### src/rtl/mult_share_arbiter_pkg.sv
// Shared FSM encoding and one-hot helper for the multiplier-sharing arbiter.
// Pure declarations, no logic or state.
package mult_share_arbiter_pkg;

  typedef enum logic [1:0] {
    ST_IDLE  = 2'd0,
    ST_START = 2'd1,
    ST_WAIT  = 2'd2
  } state_t;

  localparam int MAX_R = 32;

  function automatic logic [MAX_R-1:0] onehot(input int idx);
    return MAX_R'(1) << idx;
  endfunction

endpackage

### src/rtl/mult_share_arbiter_rr_pick.sv
// Round-robin pick: first asserted request at or above ptr, wrapping modulo R.
// Purely combinational, zero latency; no backpressure.
module mult_share_arbiter_rr_pick #(
  parameter int R = 4,
  localparam int PW = (R > 1) ? $clog2(R) : 1
) (
  input  logic [R-1:0]  req,
  input  logic [PW-1:0] ptr,
  output logic [PW-1:0] grant,
  output logic          any_req
);

  int idx;

  // Walk offsets from farthest to nearest so the nearest hit wins.
  always_comb begin
    grant = ptr;
    idx   = 0;
    for (int k = R - 1; k >= 0; k--) begin
      idx = int'(ptr) + k;
      if (idx >= R) idx = idx - R;
      if (req[PW'(idx)]) grant = PW'(idx);
    end
  end

  assign any_req = |req;

endmodule

### src/rtl/mult_share_arbiter.sv
// Shares one sequential multiplier among R requesters with round-robin grant and a watchdog.
// Ack -> start next cycle -> response one cycle after mul_ready; requesters hold req_valid until acked.
module mult_share_arbiter
  import mult_share_arbiter_pkg::*;
#(
  parameter int N       = 4,
  parameter int R       = 4,
  parameter int TIMEOUT = 16
) (
  input  logic           clk,
  input  logic           rst_n,
  input  logic [R-1:0]   req_valid,
  input  logic [R*N-1:0] req_a,
  input  logic [R*N-1:0] req_b,
  output logic [R-1:0]   req_ack,
  output logic [R-1:0]   resp_valid,
  output logic [2*N-1:0] resp_product,
  output logic           resp_err,
  output logic           busy,
  output logic           mul_start,
  output logic [N-1:0]   mul_multiplier,
  output logic [N-1:0]   mul_multiplicand,
  input  logic           mul_ready,
  input  logic [2*N-1:0] mul_product
);

  localparam int PW = (R > 1) ? $clog2(R) : 1;
  localparam int TW = $clog2(TIMEOUT + 1);

  state_t         state_q, state_d;
  logic [PW-1:0]  rr_ptr_q, rr_ptr_d;
  logic [PW-1:0]  grant_q, grant_d;
  logic [TW-1:0]  timer_q, timer_d;
  logic [R-1:0]   req_ack_q, req_ack_d;
  logic [R-1:0]   resp_valid_q, resp_valid_d;
  logic [2*N-1:0] resp_product_q, resp_product_d;
  logic           resp_err_q, resp_err_d;
  logic           busy_q, busy_d;
  logic           mul_start_q, mul_start_d;
  logic [N-1:0]   mul_a_q, mul_a_d;
  logic [N-1:0]   mul_b_q, mul_b_d;

  logic [PW-1:0]  pick;
  logic           any_req;
  logic [PW-1:0]  grant_next;
  logic [N-1:0]   a_arr [R];
  logic [N-1:0]   b_arr [R];

  for (genvar i = 0; i < R; i++) begin : g_unpack
    assign a_arr[i] = req_a[i*N +: N];
    assign b_arr[i] = req_b[i*N +: N];
  end

  mult_share_arbiter_rr_pick #(.R(R)) u_rr_pick (
    .req     (req_valid),
    .ptr     (rr_ptr_q),
    .grant   (pick),
    .any_req (any_req)
  );

  assign grant_next = (grant_q == PW'(R - 1)) ? '0 : grant_q + PW'(1);

  always_comb begin
    state_d        = state_q;
    rr_ptr_d       = rr_ptr_q;
    grant_d        = grant_q;
    timer_d        = timer_q;
    req_ack_d      = '0;
    resp_valid_d   = '0;
    resp_product_d = resp_product_q;
    resp_err_d     = resp_err_q;
    mul_start_d    = 1'b0;
    mul_a_d        = mul_a_q;
    mul_b_d        = mul_b_q;

    case (state_q)
      ST_IDLE: begin
        if (any_req) begin
          grant_d   = pick;
          mul_a_d   = a_arr[pick];
          mul_b_d   = b_arr[pick];
          req_ack_d = R'(onehot(int'(pick)));
          state_d   = ST_START;
        end
      end
      ST_START: begin
        mul_start_d = 1'b1;
        timer_d     = '0;
        state_d     = ST_WAIT;
      end
      ST_WAIT: begin
        timer_d = timer_q + TW'(1);
        // A ready arriving on the last allowed cycle still counts as a result.
        if (mul_ready) begin
          resp_product_d = mul_product;
          resp_err_d     = 1'b0;
          resp_valid_d   = R'(onehot(int'(grant_q)));
          rr_ptr_d       = grant_next;
          state_d        = ST_IDLE;
        end else if (timer_q == TW'(TIMEOUT - 1)) begin
          resp_product_d = '0;
          resp_err_d     = 1'b1;
          resp_valid_d   = R'(onehot(int'(grant_q)));
          rr_ptr_d       = grant_next;
          state_d        = ST_IDLE;
        end
      end
      default: state_d = ST_IDLE;
    endcase

    busy_d = (state_d != ST_IDLE);
  end

  always_ff @(posedge clk or negedge rst_n) begin
    if (!rst_n) begin
      state_q        <= ST_IDLE;
      rr_ptr_q       <= '0;
      grant_q        <= '0;
      timer_q        <= '0;
      req_ack_q      <= '0;
      resp_valid_q   <= '0;
      resp_product_q <= '0;
      resp_err_q     <= 1'b0;
      busy_q         <= 1'b0;
      mul_start_q    <= 1'b0;
      mul_a_q        <= '0;
      mul_b_q        <= '0;
    end else begin
      state_q        <= state_d;
      rr_ptr_q       <= rr_ptr_d;
      grant_q        <= grant_d;
      timer_q        <= timer_d;
      req_ack_q      <= req_ack_d;
      resp_valid_q   <= resp_valid_d;
      resp_product_q <= resp_product_d;
      resp_err_q     <= resp_err_d;
      busy_q         <= busy_d;
      mul_start_q    <= mul_start_d;
      mul_a_q        <= mul_a_d;
      mul_b_q        <= mul_b_d;
    end
  end

  assign req_ack          = req_ack_q;
  assign resp_valid       = resp_valid_q;
  assign resp_product     = resp_product_q;
  assign resp_err         = resp_err_q;
  assign busy             = busy_q;
  assign mul_start        = mul_start_q;
  assign mul_multiplier   = mul_a_q;
  assign mul_multiplicand = mul_b_q;

endmodule

### config.mk
export PLATFORM = sky130hd
export DESIGN_NAME = mult_share_arbiter
export DESIGN_NICKNAME = d
export VERILOG_FILES = /design/src/rtl/mult_share_arbiter_pkg.sv /design/src/rtl/mult_share_arbiter_rr_pick.sv /design/src/rtl/mult_share_arbiter.sv
export SDC_FILE = /design/constraint.sdc
export NUM_CORES = 1
export LEC_CHECK = 0
export BUFFER_PORTS_ARGS = -buffer_cell sky130_fd_sc_hd__buf_2
export CORE_MARGIN = 2
export CORE_UTILIZATION = 45
export CTS_CLUSTER_SIZE = 8
export DETAILED_ROUTE_END_ITERATION = 8
export GPL_TIMING_DRIVEN = 0
export PLACE_DENSITY_LB_ADDON = 0.3
export REMOVE_ABC_BUFFERS = 1
export SYNTH_ARGS = -nofsm -noshare
export SYNTH_HDL_FRONTEND = slang
export SYNTH_SLANG_ARGS = --single-unit
### constraint.sdc
create_clock -name clk -period 2.1 [get_ports clk]
set_input_delay 0.105 -clock clk [delete_from_list [all_inputs] [get_ports clk]]
set_output_delay 0.105 -clock clk [all_outputs]
set_load 0.01 [all_outputs]
==> qor.yml <==
timing:
  fin_tns_setup_ns: 0
  setup_viol: 0
  slew_viol_final: 0
  skew_ns: 0.00837
  hold_viol: 0
  rsz0062_at_grt: "no"
  period_share: 0.920
  tightest_slew_ns: 0.828
  slew_headroom: 0.448
  fmax_ghz: 0.518
  finalCriticalPeriod_ns: 1.93
synth:
  yosys_warnings: 0
  ys_types: 35
  avgSynthCellArea_um2: 11.1
  syn_inst: 178
  synth_edf_count: 0
  synthFlopType: "dfrtp_1"
  ys_seq_area_frac: 0.482
  syn_area_um2: 1970
  async_flop_share: 1.00
  ys_seq_elements: 38
detailed_routing:
  avgViaCountPerCell: 5.06
  wl_per_cell_um: 13.8
  ant_nets: 0
  drc: 0
  vias: 1537
  totalWireLength_um: 4200
  firstDrtPassIters: 4
  drt-initial-drc-count: 97
layout:
  final_layout_size_suffix_gt1_frac: 0.389
  final_common_cell: "buf_2"
  nets: 308
  area_growth_pct: 29.7
  antenna_cells: 0
  stdcell_count: 304
  final_cell_mix: "buf_2, dfrtp_1, nor2_1, mux2i_1, inv_1"
power_and_ir_drop:
  p_per_area_nw_per_um2: 1350
  leakagePower_nw: 1.29
  peakVddDrop_mv: 0.702
setup_path:
  timing.rr.start: "rr_ptr_q[0]$_DFFE_PN0P_"
  cp-end-kind: "register"
  critical_path_class: "reg -> reg"
  ff2ff_setup_slack_ns: 0.17
  cp.required_ns: 2.30
  reg2reg_depth: 6
  reg2reg_to: "mul_multiplier[1]$_DFFE_PN0P_"
  crit_path_start_kind: "register"
  cp_max_fo: 11
  crit_arrival_ns: 2.13
cts:
  cts.clk_slew.worst_paths_ns: 0.07
  cts_sinks: 38
  clk_latency_ns: 0.29
  cts.path.max_buffers: 2
  cts_tree: "yes"
  cts_max_level: 2
  cts_buffers: 5
  cts_root_buffer: "clkbuf_8"
floorplanning:
  num_rows: 24
  core_area_um2: 4290
  die_y_um: 70.2
  die_area_um2: 4930
  num_io_pins: 74
  start_util: 0.459
  die_x_um: 70.2
min_path:
  hold_depth: 2
  holdPathEnd: "resp_product[4]$_DFFE_PN0P_"
  hp-start: "mul_product[4]"
  hp-class: "in -> reg"
placement:
  dp.cells: 293
  gp_congestion: 0.707
  post-dp-hpwl_um: 2900
  port_buffers: 73
grt:
  track_usage: 0.168
  antenna_found_initial: 0
  grt_max_degree: 39
  grt_pass1_vias: 1495
  grt_pass1_wl_um: 6670
  gr-total-overflow: 0
run:
  maxCapViolCount: 0
outcome:
  status: "completed"
==> cell families after synthesis <==
kind of cell / count (synthesis) / share of synthesized area
DFF: 38 / 0.482
AOI/OAI and AO/OA: 44 / 0.195
adders and majority gates: 10 / 0.0635
and+or+nand+nor: 45 / 0.114
muxes: 17 / 0.0869
buffers and inverters: 24 / 0.0584
==> through the flow <==
step           utilization  setup slack (ns)  cell area [um^2]  power [mW]  hold slack (ns)
2_1_floorplan            -            0.0736              1910        2.18           -0.191
3_3_place_gp         0.545            -0.231              2340        2.61            0.254
3_5_place_dp         0.545            -0.293              2340        2.65            0.264
4_1_cts              0.583            0.0224              2500        3.41           0.0200
5_1_grt              0.596            0.0161              2560        3.72           0.0293
6_report             0.596             0.168              2560        3.45           0.0265
==> how the worst max path moves through the flow <==
| stage | depth (start not counted) | endpoint | startpoint | slack, ns |
|---|---|---|---|---|
| 2_1_floorplan | 5 | rr_ptr_q[1]$_DFFE_PN0P_ | timer_q[0]$_DFFE_PN0P_ | 0.07 |
| 3_3_place_gp | 5 | rr_ptr_q[1]$_DFFE_PN0P_ | timer_q[0]$_DFFE_PN0P_ | -0.23 |
| 3_5_place_dp | 5 | rr_ptr_q[1]$_DFFE_PN0P_ | timer_q[0]$_DFFE_PN0P_ | -0.29 |
| 4_1_cts | 5 | rr_ptr_q[1]$_DFFE_PN0P_ | timer_q[0]$_DFFE_PN0P_ | 0.02 |
| 5_1_grt | 6 | mul_multiplicand[3]$_DFFE_PN0P_ | rr_ptr_q[0]$_DFFE_PN0P_ | 0.02 |
| 6_report | 6 | mul_multiplier[1]$_DFFE_PN0P_ | rr_ptr_q[0]$_DFFE_PN0P_ | 0.17 |
==> final cells by class <==
cell class / instances / area (um^2)
Clock buffer: 5 / 68.8
Clock inverter: 3 / 68.8
Fill cell: 376 / 1740
Inverter: 14 / 52.6
Multi-Input combinational cell: 117 / 956
Sequential cell: 38 / 951
Tap cell: 52 / 65.1
Timing Repair Buffer: 75 / 395
==> repair_timing <==
action / in CTS / in global routing
endpoints found under the hold margin: 38 / 0
cloned: 0 / 1
buffers inserted: 0 / 1
hold buffers: 1 / 0
resized for setup: 2 / 3
setup endpoints to repair: 20 / 12
==> flip-flops by register name, indices dropped and copies added (netlist names), 2 cells and up <==
register,cells
resp_product,8
timer_q,5
mul_multiplicand,4
mul_multiplier,4
req_ack,4
resp_valid,4
grant_q,2
rr_ptr_q,2
state_q,2
==> synthesized netlist by cell type (5+ instances only) <==
cell	number	area, um^2
a22o_1	8	70.1
o21ai_1	5	25.0
a21oi_1	5	25.0
a221oi_2	8	120
dfrtp_1	38	951
inv_1	14	52.6
nand3_1	5	25.0
nand2_1	7	26.3
o21ai_0	10	50.1
nor2_1	16	60.1
ha_1	10	125
mux2i_1	16	160
==> critical path, cell delays in order, from the launching register on <==
cell       delay (ns)
dfrtp_1          0.42
and2b_1          0.23
o21ai_1          0.39
o2111ai_4        0.20
buf_12           0.20
mux2i_1          0.13
a221oi_2         0.27
==> power by group <==
| group | switching [mW] | internal [mW] | total, mW |
|---|---|---|---|
| combinational | 0.848 | 0.703 | 1.55 |
| sequential | 0.165 | 0.996 | 1.16 |
| clock | 0.262 | 0.476 | 0.738 |
| total | 1.28 | 2.18 | 3.45 |
==> per-layer routing <==
layer | vias up | share of wire | GRT usage
li1 | 776 | - | -
met1 | 727 | 0.42 | 0.214
met2 | 28 | 0.54 | 0.287
met3 | 6 | 0.033 | 0.0404
met4 | 0 | 0.0093 | 0.0449
met5 | - | 0 | 0
Note: power is estimated with default switching activity, not from simulation.
